## config.mk

```make
export PLATFORM = sky130hd
export DESIGN_NAME = wb_port_arbiter
export DESIGN_NICKNAME = d
export VERILOG_FILES = /design/src/rtl/wb_port_arbiter_pkg.sv /design/src/rtl/wb_port_arbiter_rr_pick2.sv /design/src/rtl/wb_port_arbiter.sv
export SDC_FILE = /design/constraint.sdc
export NUM_CORES = 1
export LEC_CHECK = 0
export CAP_MARGIN = 10
export CORE_ASPECT_RATIO = 1.25
export CORE_UTILIZATION = 35
export DETAILED_ROUTE_END_ITERATION = 7
export PLACE_DENSITY_LB_ADDON = 0.05
export SLEW_MARGIN = 20
export SYNTH_ARGS = -nofsm -noshare
export SYNTH_HDL_FRONTEND = slang
export SYNTH_SLANG_ARGS = --single-unit
export TNS_END_PERCENT = 20
```

## constraint.sdc

```tcl
create_clock -name CLK -period 3.7 [get_ports CLK]
set_input_delay 0.555 -clock CLK [delete_from_list [all_inputs] [get_ports CLK]]
set_output_delay 0.555 -clock CLK [all_outputs]
set_load 0.02 [all_outputs]
```

## src/rtl/wb_port_arbiter_pkg.sv

```systemverilog
// Shared definitions for the register-file write-back port arbiter.
package wb_port_arbiter_pkg;

    // Grant / data-mux select encodings.
    localparam logic SEL_REQ0 = 1'b0;
    localparam logic SEL_REQ1 = 1'b1;

    // Default widths used by the arbiter top.
    localparam int DEF_DATA_W = 32;
    localparam int DEF_ADDR_W = 5;
    localparam int DEF_CNT_W  = 16;

endpackage

```

## src/rtl/wb_port_arbiter_rr_pick2.sv

```systemverilog
// Two-way round-robin picker: a lone requester wins, and a tie goes to the
// side that did not win last time.
module rr_pick2
    import wb_port_arbiter_pkg::*;
(
    input  logic V0,
    input  logic V1,
    input  logic LastGrant,
    output logic Winner,
    output logic Any
);

    // Pure combinational pick; with nobody requesting the winner parks on Req0.
    always_comb begin
        Any    = V0 | V1;
        Winner = SEL_REQ0;
        if (V0 && V1) begin
            Winner = ~LastGrant;
        end else if (V1) begin
            Winner = SEL_REQ1;
        end
    end

endmodule

```

## src/rtl/wb_port_arbiter.sv

```systemverilog
// Shares the single register-file write port between the ALU result (Req0)
// and load data (Req1) using round-robin arbitration and a one-entry
// registered output slot.
module wb_port_arbiter
    import wb_port_arbiter_pkg::*;
#(
    parameter int DATA_W = DEF_DATA_W,
    parameter int ADDR_W = DEF_ADDR_W,
    parameter int CNT_W  = DEF_CNT_W
) (
    input  logic              CLK,
    input  logic              RST_n,
    input  logic              Req0Valid,
    output logic              Req0Ready,
    input  logic [ADDR_W-1:0] Req0Addr,
    input  logic [DATA_W-1:0] Req0Data,
    input  logic              Req1Valid,
    output logic              Req1Ready,
    input  logic [ADDR_W-1:0] Req1Addr,
    input  logic [DATA_W-1:0] Req1Data,
    input  logic              WbStall,
    output logic              RegWrite,
    output logic [ADDR_W-1:0] WriteReg,
    output logic [DATA_W-1:0] WriteData,
    output logic              MuxSel,
    output logic [CNT_W-1:0]  Conflicts
);

    logic              r_regWrite;
    logic [ADDR_W-1:0] r_writeReg;
    logic [DATA_W-1:0] r_writeData;
    logic              r_muxSel;
    logic              r_lastGrant;
    logic [CNT_W-1:0]  r_conflicts;

    logic              w_winner;
    logic              w_any;
    logic              w_slotFree;
    logic              w_transfer;
    logic              w_bothValid;
    logic [ADDR_W-1:0] w_winAddr;
    logic [DATA_W-1:0] w_winData;

    rr_pick2 u_pick (
        .V0        (Req0Valid),
        .V1        (Req1Valid),
        .LastGrant (r_lastGrant),
        .Winner    (w_winner),
        .Any       (w_any)
    );

    // The slot can take a new entry when it is empty or is being drained this
    // cycle; a stall only matters when something is sitting in the slot.
    assign w_slotFree  = ~r_regWrite | ~WbStall;
    assign w_transfer  = RST_n & w_slotFree & w_any;
    assign w_bothValid = Req0Valid & Req1Valid;

    // Readies follow the arbitration decision only, and are forced low in reset.
    assign Req0Ready = RST_n & w_slotFree & (w_winner == SEL_REQ0);
    assign Req1Ready = RST_n & w_slotFree & (w_winner == SEL_REQ1);

    // Write-back data mux driven by the current winner.
    assign w_winAddr = (w_winner == SEL_REQ1) ? Req1Addr : Req0Addr;
    assign w_winData = (w_winner == SEL_REQ1) ? Req1Data : Req0Data;

    // Output slot, grant history and saturating conflict counter.
    always_ff @(posedge CLK or negedge RST_n) begin
        if (!RST_n) begin
            r_regWrite  <= 1'b0;
            r_writeReg  <= '0;
            r_writeData <= '0;
            r_muxSel    <= SEL_REQ0;
            r_lastGrant <= SEL_REQ1;
            r_conflicts <= '0;
        end else if (w_transfer) begin
            r_regWrite  <= (w_winAddr != '0);
            r_writeReg  <= w_winAddr;
            r_writeData <= w_winData;
            r_muxSel    <= w_winner;
            r_lastGrant <= w_winner;
            if (w_bothValid && (r_conflicts != '1)) begin
                r_conflicts <= r_conflicts + CNT_W'(1);
            end
        end else if (w_slotFree) begin
            r_regWrite <= 1'b0;
        end
    end

    assign RegWrite  = r_regWrite;
    assign WriteReg  = r_writeReg;
    assign WriteData = r_writeData;
    assign MuxSel    = r_muxSel;
    assign Conflicts = r_conflicts;

endmodule

```

==> results.txt, run 1 <==
Post-CTS Setup Inserts: 0
CP max stage delay: 0.55 ns
post-synthesis compound-gate area fraction: 0.1088
GR Layer Usage met2: 0.3031
min-delay worst type: primary input to async pin
RSZ-0062 raised after global routing: false
maximum VDD drop: 0.0002336 V
post-CTS sizing: 0
synth top area cells: dfrtp_1 51%, mux2i_1 14%, a21oi_1 7.2%, nor2_1 6.0%, xnor2_1 2.6%
family with the most delay on the worst path: buffers and inverters
DP Wirelength: 5271 um
Bufs and invs on worst path: 3
Flop pwr share: 0.445
worst path cell trace: clkdlybuf4s50_1 -> a21boi_4 -> buf_4 -> nor2_1 -> clkdlybuf4s50_1
Post-Route Skew: 0.005546 ns
register area share after synthesis: 0.5190
Vias/cell: 4.921
routed len/inst: 14.37 um
yosys warns: 0
area share of the largest cell type after synthesis: 0.5093
Req. time, crit path: 3.14 ns
Slew @ Worst Pin: 0.6729 ns
I/O Buffers: 135
commonest non-fill, non-tap cell in the layout: clkdlybuf4s50_1
root buffer cell: clkbuf_8
Max Freq: 345.1 MHz
status: finished, final reports clean
vias in the first global route: 2,280
Tot GR Track Use: 0.1805
mux contribution to synthesized area: 0.1505
area share of and/or/nand/nor cells after synthesis: 0.1556
Mapped Area: 2703 sq um
Final #Nets: 466
row count: 35
Boundary Pins: 136
routability cong.: 0.7726
final worst path period share: 0.7833
initial antenna violation count: 0
Num CTS Buffers: 5
synth-to-layout area growth: 57.36%
post-synthesis xor/xnor area fraction: 0.03889
layout cells sized above 1: 0.06202
antenna-violating nets left: 0
final setup TNS: 0 ns
Setup-failing EPs final: 0
most frequent CP cell: clkdlybuf4s50_1
Most used DFF post-synth: dfrtp_1
met3 Usage GRT: 0.05545
crit end category: output pin
CTS Sinks: 56
adder-cell share of the synthesized area: 0.004630
met1 Track Usage GR: 0.2171
Clock Path Buffers: 2
n_diodes: 0
Worst Path Arrival: 2.34 ns
GRT overflow: 0
DIE AREA: 8079 sq um
hold-fix buffers at CTS: 0
most frequent cells in the layout: 134 x clkdlybuf4s50_1, 55 x dfrtp_1, 42 x nor2_1
crit path kind: primary input to output pin
die extent in x: 80.60 um
Tmin final: 2.898 ns
Unique masters post-synth: 39
Final Hold Vio Count: 0
clock latency at the later pin of the worst-skew pair: 0.30 ns
main combinational cell family by area after synthesis: simple AND/OR/NAND/NOR gates
largest net degree at the start of global routing: 47
Synth Register Bits: 56
asr flop ratio synth: 1.000
Max FO, Critical Path: 24
CTS tree: done
leakage power figure: 1.777 nW
busiest grt layer: met2
Max Cap Viol: 0
Synth Instances: 251
internal power: 1.211 mW
Pre-Repair DR Iteration Count: 4
Syn Nets: 331
clock-pin slew on the worst setup and hold paths: 0.10 ns
Synth Area per Inst: 10.77 sq um
clock power share: 0.178
vias: 2,357
Yosys top cell by area: dfrtp_1
critical path's slowest cell: clkdlybuf4s50_1
Die Y: 100.2 um
reg2reg start: Conflicts[0]
drt drc: 0
Initial Util: 0.3630
Post-synth EDFFs: 0
sw power: 0.6039 mW
worst setup path startpoint: Req1Valid
combinational power share: 0.377
Slew Viols, Final: 0
CTS HTree Levels: 2
Pwr Density: 426.6 nW/um^2
Max transition margin: 0.5503
wirelength, routed: 6881 um
Iter 0 DRT Violations: 49
Power Total: 1.814 mW
first-pass GRT wire length: 11,120 um
core area: 7445 sq um
startpoint type of the worst setup path: primary input
switching share of power: 0.3328
==> worst register-to-register path, cell delays in order (launching register included) <==
cell     delay, ns
dfrtp_1       0.44
ha_1          0.24
nand3_2       0.20
nor4_4        0.45
nor2_2        0.12
mux2_4        0.31
==> Yosys cell counts, drive strengths merged (2+ instances only) <==
library cell  number
dfrtp             55
nor2              44
a21oi             39
mux2i             38
buf               10
nand3              8
xnor2              8
nand4              6
nand2              4
nor3               4
nor4               4
xor2               4
a21boi             2
a21o               2
a31oi              2
and4               2
clkbuf             2
mux2               2
o211ai             2
o21ai              2
==> power groups by stage <==
stage          sequential (mW)  clock [mW]  combinational (mW)
2_1_floorplan            0.941           0               0.195
3_3_place_gp             0.815           0               0.689
3_5_place_dp             0.818           0               0.693
4_1_cts                  0.809       0.336               0.693
5_1_grt                  0.824       0.367               0.732
6_report                 0.808       0.323               0.684
==> cell type report <==
type,count,area (sq um)
Fill cell,699,3192
Sequential cell,56,1403
Clock buffer,7,76.32
Clock inverter,1,5.005
Timing Repair Buffer,140,1396
Tap cell,92,115.1
Multi-Input combinational cell,182,1254
Inverter,1,3.754
==> sequential cells by signal, summed over array words and instances (netlist names) <==
signal and count:
WriteReg 5, Conflicts 16, WriteData 32, MuxSel 1, RegWrite 1, r_lastGrant 1
==> metal layers <==
metal,share of wire,up-vias
met5,0,-
met4,0.019,0
met3,0.077,10
met2,0.49,81
met1,0.41,1102
li1,-,1164
==> path summary, 6_finish.rpt <==
kind,end,slack [ns],depth (start not counted)
min in group CLK,MuxSel,0.51,1
max reg2reg,Conflicts[1],1.83,5
min reg2reg,MuxSel,0.51,1
max,Req0Ready,0.80,5
min,WriteData[19],0.27,2
max in group asynchronous,WriteData[0],3.07,2
==> cell families (layout without fill, tap and decap cells) <==
logic type | count (synthesis) | in the layout
AO/OA/AOI/OAI | 52 | 52
AND/OR/NAND/NOR | 77 | 77
multiplexers | 40 | 40
flip-flops | 56 | 56
adder cells (fa/ha/maj) | 1 | 1
XOR/XNOR | 12 | 12
buffers and inverters | 13 | 149
==> stage by stage <==
stage / instances / setup WS, ns / area [sq um] / util / hold WS, ns
after floorplan: 251 / 1.847 / 2703 / - / 0.2594
after global placement: 471 / 0.8059 / 4172 / 0.5603 / 0.4934
after detailed placement: 471 / 0.8186 / 4172 / 0.5603 / 0.4987
after CTS: 479 / 0.7989 / 4253 / 0.5713 / 0.2703
after global routing: 479 / 0.7274 / 4253 / 0.5713 / 0.2875
final: 479 / 0.8019 / 4253 / 0.5713 / 0.2722
Power figures use the tool's default switching activity.
==> run 2, diff against run 1 <==
==> constraint.sdc (replaced) <==
create_clock -name CLK -period 2.4 [get_ports CLK]
set_input_delay 0.36 -clock CLK [delete_from_list [all_inputs] [get_ports CLK]]
set_output_delay 0.36 -clock CLK [all_outputs]
set_load 0.02 [all_outputs]
==> run 2 against run 1 <==
Clock skew is 0.0018 ns higher. Sequential cell count unchanged. Sequential share of layout area decreased by 0.36 points. Largest cell class is now buffers. Worst hold slack lost 0.23 ns. Combinational power up 54%. Total power increased by 60%. Clock-buffer cell count stayed put.
==> results.txt, run 2 (synthesis gave the netlist of run 1 again) <==
status: finished, final reports clean
Initial Util: 0.3630 (unchanged)
GRT overflow: 0 (unchanged)
routed len/inst: 14.16 um (-1.4%)
internal power: 1.976 mW (+63%)
crit end category: output pin
Max Freq: 440.7 MHz
layout cells sized above 1: 0.06923 (+0.007215)
dpl ws: 0.1451 ns (-0.6735 ns)
CTS HTree Levels: 2 (unchanged)
clock-pin slew on the worst setup and hold paths: 0.09 ns (about the same)
n_diodes: 0 (unchanged)
root buffer cell: clkbuf_8
largest net degree at the start of global routing: 76 (+62%)
I/O Buffers: 135 (unchanged)
worst path cell trace: clkdlybuf4s50_1 -> a21boi_4 -> and2_1 -> clkdlybuf4s50_1
final setup TNS: 0 ns (unchanged)
startpoint type of the worst setup path: primary input
crit path kind: primary input to output pin
multi-input combinational cell area: 1254 sq um (unchanged)
CTS tree: done
hold-fix buffers at CTS: 0 (unchanged)
Worst Path Arrival: 1.91 ns (-0.43 ns)
DIE AREA: 8079 sq um (unchanged)
leakage power figure: 1.802 nW (+1.4%)
commonest non-fill, non-tap cell in the layout: clkdlybuf4s50_1
Die Y: 100.2 um (unchanged)
Clock Path Buffers: 2 (unchanged)
die extent in x: 80.60 um (unchanged)
Max transition margin: 0.6544 (+0.1041)
Slew @ Worst Pin: 0.5184 ns (-0.1545 ns)
Vias/cell: 4.917 (about the same)
first-pass GRT wire length: 11,070 um (-0.49%)
wirelength, routed: 6824 um (-0.83%)
Tmin final: 2.269 ns
initial antenna violation count: 0 (unchanged)
Post-CTS Setup Inserts: 0 (unchanged)
CTS Sinks: 56 (unchanged)
routability cong.: 0.7953 (+2.9%)
FILL cells: 689 (-1.4%)
drt drc: 0 (unchanged)
Pwr Density: 675.8 nW/um^2 (+58%)
synth-to-layout area growth: 59.12%
Iter 0 DRT Violations: 99 (+100%)
sw power: 0.9299 mW (+54%)
Max Cap Viol: 0 (unchanged)
Setup-failing EPs final: 0 (unchanged)
Tot GR Track Use: 0.1773 (-0.003260)
Final #Nets: 469 (+0.64%)
switching share of power: 0.3200 (-0.01286)
maximum VDD drop: 0.0003048 V (+31%)
combinational power share: 0.363 (-0.014)
Num CTS Buffers: 5 (unchanged)
antenna-violating nets left: 0 (unchanged)
crit path setup slack, layout: 0.1308 ns (-0.6711 ns)
Final Hold Vio Count: 0 (unchanged)
core area: 7445 sq um (unchanged)
Largest register FFs: 32 (unchanged)
critical path's slowest cell: clkdlybuf4s50_1
Boundary Pins: 136 (unchanged)
min-delay worst type: primary input to async pin
final worst path period share: 0.9455
clock power share: 0.209 (+0.031)
DP Wirelength: 5154 um (-2.2%)
most frequent CP cell: clkdlybuf4s50_1
Max FO, Critical Path: 4 (-83%)
vias: 2,370 (+0.55%)
Slew Viols, Final: 0 (unchanged)
Req. time, crit path: 2.04 ns (-1.10 ns)
row count: 35 (unchanged)
final core utilization: 0.5776 (+0.006386)
Pre-Repair DR Iteration Count: 4 (unchanged)
vias in the first global route: 2,335 (+2.4%)
Flop pwr share: 0.428 (-0.017)
RSZ-0062 raised after global routing: false
Sequential cell area: 1403 sq um (unchanged)
Post-Route Skew: 0.007395 ns (+0.001848 ns)
CP max stage delay: 0.64 ns (+0.09 ns)
post-CTS sizing: 0 (unchanged)
most frequent cells in the layout: 134 x clkdlybuf4s50_1, 55 x dfrtp_1, 42 x nor2_1
clock latency at the later pin of the worst-skew pair: 0.31 ns (about the same)
## run 2: metrics by stage
step                      instances  cell area, sq um  power, mW  hold slack, ns
after floorplan                 251              2703      1.751         0.06441
after global placement          474              4194      2.321          0.3745
after detailed placement        474              4194      2.329          0.3685
after CTS                       482              4300      2.949         0.03246
after global routing            482              4300      3.081         0.03313
final                           482              4300      2.906         0.04286
## run 2: per-layer routing
layer  GRT usage  part of all wire
met5           0                 0
met4     0.06456             0.023
met3     0.05818             0.085
met2      0.2986              0.50
met1      0.2082              0.39
## run 2: power by group through the flow
stage / clock (mW) / combinational (mW) / sequential, mW
floorplan: 0 / 0.301 / 1.45
global placement: 0 / 1.06 / 1.26
detailed placement: 0 / 1.07 / 1.26
CTS: 0.631 / 1.07 / 1.25
global route: 0.674 / 1.14 / 1.27
finish: 0.608 / 1.05 / 1.24
## run 2: layout make-up
type	count	share of cell area
Sequential cell	56	0.3262
Inverter	1	0.0008729
Clock inverter	1	0.006983
Tap cell	92	0.02677
Clock buffer	7	0.01775
Multi-Input combinational cell	182	0.2915
Timing Repair Buffer	143	0.3299
## run 2: worst max-delay path, delay by kind of cell
kind | cells | cell delay [ns]
AO/OA/AOI/OAI | 1 | 0.22
AND/OR/NAND/NOR | 1 | 0.20
buffers and inverters | 2 | 1.13
## run 2: path summary, 6_finish.rpt
check,startpoint,endpoint,slack [ns],depth (start not counted)
setup / recovery,Req1Valid,Req1Ready,0.13,4
max in group asynchronous,RST_n,WriteData[20],1.83,2
hold / removal,RST_n,RegWrite,0.04,2
hold reg to reg,MuxSel,MuxSel,0.49,1
setup reg to reg,Conflicts[0],Conflicts[1],0.58,5
min in group CLK,MuxSel,MuxSel,0.49,1
